**config.mk**
```make
export PLATFORM = sky130hd
export DESIGN_NAME = vga_timing_gen
export DESIGN_NICKNAME = d
export VERILOG_FILES = /design/src/rtl/vga_timing_gen.sv
export SDC_FILE = /design/constraint.sdc
export NUM_CORES = 1
export LEC_CHECK = 0
export ABC_AREA = 1
export BUFFER_PORTS_ARGS = -buffer_cell sky130_fd_sc_hd__buf_2
export CORE_ASPECT_RATIO = 0.9
export CORE_UTILIZATION = 49
export DETAILED_ROUTE_END_ITERATION = 6
export PLACE_DENSITY_LB_ADDON = 0.3
export SYNTH_ARGS = -nofsm -noshare
export SYNTH_HDL_FRONTEND = slang
export SYNTH_SLANG_ARGS = --single-unit
```
**constraint.sdc**
```tcl
create_clock -name Clk -period 1.65 [get_ports Clk]
set_input_delay 0.2475 -clock Clk [delete_from_list [all_inputs] [get_ports Clk]]
set_output_delay 0.2475 -clock Clk [all_outputs]
set_load 0.005 [all_outputs]
```
**src/rtl/vga_timing_gen.sv**
```systemverilog
// -----------------------------------------------------------------------------
// vga_timing_gen
//
// Purpose
//   Generates VGA raster timing from a single system clock. The pixel clock
//   runs at Clk/2. Each Clk edge where vga_clk rises is a "pixel tick", and the
//   raster counters and every timing output update only on those ticks.
//
// Ports
//   Clk          in   system clock, the only clock in the block
//   Reset_n      in   asynchronous active-low reset
//   vga_clk      out  pixel clock (Clk/2), driven from a register
//   hs           out  horizontal sync, active low
//   vs           out  vertical sync, active low
//   blank        out  display enable, 1 inside the visible area
//   sync         out  composite sync, tied to 0
//   DrawX        out  current pixel column (10 bits)
//   DrawY        out  current line (10 bits)
//   frame_start  out  one-Clk pulse after the counters wrap to (0,0)
//   frame_cnt    out  16-bit frame counter (only when VGA_FRAME_CNT_EN is defined)
//
// Configuration
//   VGA_FRAME_CNT_EN : when defined, adds the frame_cnt output and its counter.
// -----------------------------------------------------------------------------
module vga_timing_gen #(
  parameter int unsigned H_ACTIVE = 640,
  parameter int unsigned H_FP     = 16,
  parameter int unsigned H_SYNC   = 96,
  parameter int unsigned H_BP     = 48,
  parameter int unsigned V_ACTIVE = 480,
  parameter int unsigned V_FP     = 10,
  parameter int unsigned V_SYNC   = 2,
  parameter int unsigned V_BP     = 33
) (
  input  logic        Clk,
  input  logic        Reset_n,
  output logic        vga_clk,
  output logic        hs,
  output logic        vs,
  output logic        blank,
  output logic        sync,
  output logic [9:0]  DrawX,
  output logic [9:0]  DrawY,
`ifdef VGA_FRAME_CNT_EN
  output logic [15:0] frame_cnt,
`endif
  output logic        frame_start
);

  localparam int unsigned H_TOTAL = H_ACTIVE + H_FP + H_SYNC + H_BP;
  localparam int unsigned V_TOTAL = V_ACTIVE + V_FP + V_SYNC + V_BP;

  localparam logic [9:0] H_LAST   = 10'(H_TOTAL - 1);
  localparam logic [9:0] H_VIS    = 10'(H_ACTIVE);
  localparam logic [9:0] HS_START = 10'(H_ACTIVE + H_FP);
  localparam logic [9:0] HS_END   = 10'(H_ACTIVE + H_FP + H_SYNC);

  localparam logic [9:0] V_LAST   = 10'(V_TOTAL - 1);
  localparam logic [9:0] V_VIS    = 10'(V_ACTIVE);
  localparam logic [9:0] VS_START = 10'(V_ACTIVE + V_FP);
  localparam logic [9:0] VS_END   = 10'(V_ACTIVE + V_FP + V_SYNC);

  logic       vga_clk_q, vga_clk_d;
  logic [9:0] hc_q, hc_d;
  logic [9:0] vc_q, vc_d;
  logic       hs_q, hs_d;
  logic       vs_q, vs_d;
  logic       blank_q, blank_d;
  logic       frame_start_q, frame_start_d;
  logic       tick;

`ifdef VGA_FRAME_CNT_EN
  logic [15:0] frame_cnt_q, frame_cnt_d;
`endif

  // A tick is the edge on which vga_clk goes 0->1, i.e. while it is still 0.
  assign tick = ~vga_clk_q;

  // NOTE: every signal assigned here gets a default first so no path leaves it
  // unassigned; otherwise synthesis would infer a latch.
  always_comb begin
    vga_clk_d     = ~vga_clk_q;
    hc_d          = hc_q;
    vc_d          = vc_q;
    hs_d          = hs_q;
    vs_d          = vs_q;
    blank_d       = blank_q;
    frame_start_d = 1'b0;

    if (tick) begin
      if (hc_q == H_LAST) begin
        hc_d = '0;
        vc_d = (vc_q == V_LAST) ? '0 : vc_q + 10'd1;
      end else begin
        hc_d = hc_q + 10'd1;
      end

      // Decode from the next counter values so the timing outputs change on
      // the same edge as DrawX/DrawY instead of one pixel late.
      hs_d          = ~((hc_d >= HS_START) && (hc_d < HS_END));
      vs_d          = ~((vc_d >= VS_START) && (vc_d < VS_END));
      blank_d       = (hc_d < H_VIS) && (vc_d < V_VIS);
      frame_start_d = (hc_d == '0) && (vc_d == '0);
    end
  end

`ifdef VGA_FRAME_CNT_EN
  // Advances on the same edge that raises frame_start; wraps naturally at 16 bits.
  always_comb begin
    frame_cnt_d = frame_cnt_q;
    if (frame_start_d) frame_cnt_d = frame_cnt_q + 16'd1;
  end
`endif

  // NOTE: sequential state uses non-blocking assignments so every flop samples
  // the pre-edge values regardless of statement order.
  always_ff @(posedge Clk or negedge Reset_n) begin
    if (!Reset_n) begin
      vga_clk_q     <= 1'b0;
      hc_q          <= '0;
      vc_q          <= '0;
      hs_q          <= 1'b1;
      vs_q          <= 1'b1;
      blank_q       <= 1'b0;
      frame_start_q <= 1'b0;
    end else begin
      vga_clk_q     <= vga_clk_d;
      hc_q          <= hc_d;
      vc_q          <= vc_d;
      hs_q          <= hs_d;
      vs_q          <= vs_d;
      blank_q       <= blank_d;
      frame_start_q <= frame_start_d;
    end
  end

`ifdef VGA_FRAME_CNT_EN
  always_ff @(posedge Clk or negedge Reset_n) begin
    if (!Reset_n) frame_cnt_q <= '0;
    else          frame_cnt_q <= frame_cnt_d;
  end

  assign frame_cnt = frame_cnt_q;
`endif

  assign vga_clk     = vga_clk_q;
  assign hs          = hs_q;
  assign vs          = vs_q;
  assign blank       = blank_q;
  assign sync        = 1'b0;
  assign DrawX       = hc_q;
  assign DrawY       = vc_q;
  assign frame_start = frame_start_q;

endmodule
```
==> results of run 1 <==
-- final cells by class --
cell class	instances	area [um^2]	share of cell area
clock buffers	4	45.0	0.0186
inverters	31	116	0.0480
multi-input cells	198	1140	0.469
flip-flops and latches	25	628	0.259
well taps	44	55.1	0.0227
repair buffers	67	444	0.183
-- placed cells by master (no fill, tap or decap), types with 2 or more instances in the layout --
cell type,netlist,routed
buf_2,2,26
buf_4,1,39
clkbuf_8,0,3
dfrtp_1,23,23
dfstp_2,2,2
ha_4,0,2
inv_1,29,26
inv_2,2,5
nand2_1,71,68
nand2_2,3,5
nand2_4,0,2
nand3_1,31,24
nand3_2,2,8
nand4_1,9,9
nor2_1,29,21
nor2_2,4,8
nor2_4,1,6
o211ai_1,2,2
o21a_1,2,2
o21ai_0,24,20
o21ai_1,1,3
o21ai_2,0,2
-- worst max-delay path by stage --
stage                         from    end  slack, ps
final                     DrawX[6]  blank        -80
after global routing      DrawX[2]     hs       -140
after CTS                 DrawY[1]  blank        -20
after detailed placement  DrawX[1]     hs       -140
after global placement    DrawX[0]     hs       -100
after floorplan           DrawX[1]  blank         20
-- per-stage QoR --
step	setup slack (ps)	utilization	cells	total power, W
2_1_floorplan	16.7	-	261	0.000627
3_3_place_gp	-104	0.633	357	0.000639
3_5_place_dp	-144	0.633	357	0.000639
4_1_cts	-22.7	0.685	367	0.00101
5_1_grt	-143	0.713	369	0.00103
6_report	-76.9	0.713	369	0.00100
-- flip-flops by register name, indices dropped and copies added (netlist names) --
name and cells:
DrawX 10, DrawY 10, blank 1, frame_start 1, hs 1, vga_clk 1, vs 1
-- cells by family after synthesis --
kind of cell,synth area share
AND/OR/NAND/NOR,0.399
buffers and inverters,0.0972
AO/OA/AOI/OAI,0.107
flip-flops,0.356
adder cells (fa/ha/maj),0.0284
XOR/XNOR,0.00994
other,0.00213
-- layer usage --
| layer | global-route usage | vias up |
|---|---|---|
| met5 | 0 | - |
| li1 | - | 978 |
| met3 | 0.0543 | 10 |
| met2 | 0.412 | 104 |
| met4 | 0.0590 | 0 |
| met1 | 0.403 | 922 |
-- repair_timing --
| item | CTS | global route |
|---|---|---|
| endpoints found under the setup margin | 5 | 12 |
| setup buffers | 3 | 2 |
| hold buffers | 1 | 0 |
| resized for setup | 22 | 22 |
| hold endpoints to repair | 23 | 0 |
| pin swaps | 12 | 16 |
| cloned | 2 | 0 |
-- critical path, stage by stage, from the launching register on --
cell and delay [ps]:
dfrtp_1 390, buf_4 140, nand2_1 50, inv_1 140
nand4_1 160, o21bai_1 210, nand2_1 150, a21oi_2 170
nor2_1 60, o21ai_1 80, nand2_1 70
-- power by group --
part | switching (W) | leakage [nW] | internal [W]
clock | 0.000203 | 0.0228 | 0.000173
combinational | 0.0000128 | 0.883 | 0.00000238
sequential | 0 | 0.317 | 0.000612
total | 0.000216 | 1.22 | 0.000788
==> out/qor.csv, run 1 <==
stage,metric,value,unit
run_status,violations,negative setup slack,
pwr,power_density,414,mW/mm^2
logic_synthesis,synth_common_cells,"nand2_1, nand3_1, inv_1, nor2_1, o21ai_0",
worst_setup_path,reg2reg_depth,10,
floorplan,die_w,65.2,um
timing,min_period,1730,ps
finish,area_delta_synth_final,37.5,%
timing,whs,494,ps
timing,tightest_slew,584,ps
timing,slew_headroom,0.611,
drt,wl_met3,439,um
logic_synthesis,netlist_area,0.00176,mm^2
global_routing,track_usage,0.273,
logic_synthesis,syn_nets,267,
placed_design,dp_hpwl,3430,um
clock_tree,clockRootBuffer,clkbuf_8,
logic_synthesis,netlist.area_leader.share,0.326,
floorplan,die_h,58.9,um
worst_setup_path,r2r-start,DrawX[6],
clock_tree,clk_latency,280,ps
timing,final-setup-viol-count,3,
floorplan,start_util,0.518,
logic_synthesis,yosysMostFrequentCell,nand2_1,
floorplan,top_level_ports,28,
clock_tree,clkTransAtPathRegs,90,ps
flow_run,maxCapViolations,0,
drt,wl_per_cell,13.9,um
run_status,outcome,"complete, but fails checks",
drt,first_pass_iters,5,
logic_synthesis,synth_top_area_cell,dfrtp_1,
worst_hold_path,holdCritPathClass,in -> async,
floorplan,placementRows,20,
placed_design,place_congestion,0.891,
finish,diodes,0,
drt,viasPerCell,5.46,
finish,fin_nets,332,
drt,vias,2014,
floorplan,die-area,0.00384,mm^2
clock_tree,cts_buffers,3,
worst_setup_path,cp.arrival,1890,ps
logic_synthesis,synth-main-ff-cell,dfrtp_1,
global_routing,grt-ovfl-total,0,
drt,topRoutingLayerUsed,met4,
timing,worst_slack,-76.9,ps
logic_synthesis,ys_seq_area_frac,0.356,
logic_synthesis,synth_cell_types,34,
timing,fin_crit_sh,1.05,
logic_synthesis,async_reset_ff_frac,1.00,
logic_synthesis,ys_warn_count,0,
timing,fin_tns_setup,-136,ps
worst_setup_path,cp-start-kind,flop,
worst_setup_path,cp_data_required_time,1810,ps
timing,drv_slew,0,
worst_setup_path,r2r_setup_slack,-80,ps
global_routing,grt_pass1_vias,1764,
drt,wl_met1,2250,um
drt,wirelength,5130,um
drt,drc,0,
finish,fill_cells,285,
drt,detail-route-antenna-nets,0,
logic_synthesis,synth_enable_flop_cells,0,
worst_setup_path,path_max_fanout,5,
clock_tree,clock-sinks,25,
finish,final_area,0.00242,mm^2
global_routing,antenna_found_initial,0,
global_routing,grt_start_max_net_pins,26,
logic_synthesis,syn_area_per_cell,6.75,um^2
worst_setup_path,r2r-end,blank,
pwr,ir_drop,0.539,mV
timing,rsz0062_at_grt,true,
placed_design,place_area,0.00216,mm^2
clock_tree,cts_tree,done,
drt,drt_iter0_markers,150,
timing,skew,10.1,ps
drt,dr_wl_met2,2390,um
logic_synthesis,syn-instance-count,261,
clock_tree,h-tree-depth,1,
pwr,p_leak,1.22,nW
worst_setup_path,worst_setup_path_end_kind,flop,
logic_synthesis,ys_seq_elements,25,
clock_tree,clockBufferDepth,2,
floorplan,core,0.00340,mm^2
placed_design,port_buffers,26,
worst_setup_path,path_class,reg -> reg,
timing,finalHoldViolCount,0,
global_routing,grt_pass1_wl,8090,um
logic_synthesis,yosys-top-cells-area,"dfrtp_1, nand2_1, nand3_1",
timing,clock.fmax,579,MHz
finish,drive_gt1_frac,0.357,
(Power assumes the default switching activity.)
==> run 2, diff against run 1 <==
RECOVER_POWER = 100   (was default)
SLEW_MARGIN = 20   (was default)
==> run 2 against run 1 <==
Clock power is essentially flat. Largest power group unchanged. Combinational power is essentially flat. Sequential cell count is the same. Critical path type unchanged. Design area shrank 0.10%. Via count shrank 0.65%. The flow still finishes with violations (negative setup slack). Clock skew is essentially flat.
==> out/qor.csv, run 2 (synthesis gave the netlist of run 1 again) <==
stage,metric,value,unit
drt,drc,0,
floorplan,die_w,65.2,um
clock_tree,clk_latency,280,ps
drt,first_pass_iters,5,
global_routing,antenna_found_initial,0,
worst_setup_path,critical-path-slowest-cell,dfrtp_1,
timing,finalHoldViolCount,0,
worst_setup_path,slowest_delay,390,ps
drt,wl_per_cell,13.9,um
timing,rsz0062_at_grt,true,
timing,fin_crit_sh,1.05,
timing,drv_slew,0,
timing,slew_headroom,0.570,
timing,worst_slack,-78.3,ps
drt,detail-route-antenna-nets,0,
floorplan,die-area,0.00384,mm^2
drt,wirelength,5140,um
run_status,violations,negative setup slack,
worst_setup_path,worst_setup_path_end_kind,flop,
worst_setup_path,crit_top_cell,nand2_1,
timing,min_period,1730,ps
floorplan,core,0.00340,mm^2
floorplan,start_util,0.518,
worst_setup_path,path_buf_inv,2,
worst_setup_path,cp-start-kind,flop,
placed_design,port_buffers,26,
floorplan,top_level_ports,28,
timing,clock.fmax,579,MHz
clock_tree,clock-sinks,25,
drt,vias,2001,
placed_design,dp_hpwl,3430,um
worst_setup_path,path_max_fanout,5,
finish,mostFrequentLayoutCells,"nand2_1, buf_4, inv_1",
worst_setup_path,cp_cell_sequence,buf_4 -> nand2_1 -> inv_1 -> nand4_1 -> o21bai_1 -> nand2_1 -> a21oi_2 -> nor2_1 -> o21ai_1 -> nand2_1,
run_status,outcome,"complete, but fails checks",
pwr,power_density,415,mW/mm^2
finish,fill_cells,285,
placed_design,place_congestion,0.891,
floorplan,placementRows,20,
floorplan,die_h,58.9,um
worst_setup_path,cp_data_required_time,1810,ps
timing,skew,9.97,ps
global_routing,grt_start_max_net_pins,26,
pwr,finalPower,0.00101,W
placed_design,place_area,0.00216,mm^2
clock_tree,clockBufferDepth,2,
clock_tree,h-tree-depth,1,
worst_setup_path,cp.arrival,1890,ps
clock_tree,cts_buffers,3,
worst_setup_path,r2r-start,DrawX[6],
global_routing,track_usage,0.273,
pwr,ir_drop,0.540,mV
worst_setup_path,crit_family,simple AND/OR/NAND/NOR gates,
timing,whs,515,ps
global_routing,grt_pass1_vias,1764,
global_routing,grt_pass1_wl,8090,um
global_routing,grt-ovfl-total,0,
drt,viasPerCell,5.42,
worst_hold_path,holdCritPathClass,in -> async,
drt,drt_iter0_markers,150,
finish,diodes,0,
finish,final_area,0.00242,mm^2
finish,area_delta_synth_final,37.4,%
pwr,p_leak,1.22,nW
clock_tree,clockRootBuffer,clkbuf_8,
worst_setup_path,startpoint,DrawX[6],
clock_tree,clkTransAtPathRegs,90,ps
timing,fin_tns_setup,-138,ps
timing,final-setup-viol-count,3,
clock_tree,cts_tree,done,
finish,fin_nets,332,
flow_run,maxCapViolations,0,
finish,final_common_cell,nand2_1,
timing,tightest_slew,645,ps
placed_design,dp_slack,-144,ps
worst_setup_path,path_class,reg -> reg,
finish,drive_gt1_frac,0.351,
==> run 2: changes by cell type in the layout (fill, tap and decap cells not counted) <==
| cell | change |
|---|---|
| clkbuf_1 | +2 |
| clkbuf_2 | +1 |
| buf_2 | -3 |
==> run 2: final cells by class <==
class	count	area, um^2	share of cell area
multi-input combinational	198	1140	0.469
sequential	25	628	0.259
timing repair buffer	67	442	0.182
inverter	31	116	0.0480
tap	44	55.1	0.0227
clock buffer	4	45.0	0.0186
==> run 2: final timing paths <==
| path | end | slack (ps) | depth (start not counted) |
|---|---|---|---|
| worst max-delay path | blank | -80 | 10 |
| worst min-delay path | DrawY[3] | 510 | 2 |
| worst max register to register | blank | -80 | 10 |
| worst min register to register | hs | 520 | 2 |
| max in group asynchronous | DrawX[2] | 720 | 2 |
| min in group Clk | hs | 520 | 2 |
==> run 2: power by group <==
part | internal, W | switching [W]
sequential | 0.000612 | 0
combinational | 0.00000234 | 0.0000128
clock | 0.000173 | 0.000204
total | 0.000788 | 0.000217
==> run 2: what timing repair did <==
action	4_1_cts	5_1_grt
gates cloned	2	0
hold endpoints to repair	23	0
gates resized for setup	22	22
setup endpoints to repair	5	12
hold buffers	1	0
buffers inserted	3	2
pin swaps	12	16
==> run 2: per-stage QoR <==
| stage | utilization | cells |
|---|---|---|
| floorplan | - | 261 |
| global placement | 0.633 | 357 |
| detailed placement | 0.633 | 357 |
| CTS | 0.685 | 367 |
| global route | 0.712 | 369 |
| finish | 0.712 | 369 |
==> run 2: layer usage <==
layer | wire, um | up-vias | GRT usage
li1 | - | 977 | -
met1 | 2260 | 927 | 0.403
met2 | 2400 | 87 | 0.412
met3 | 442 | 10 | 0.0543
met4 | 44 | 0 | 0.0590
met5 | 0 | - | 0
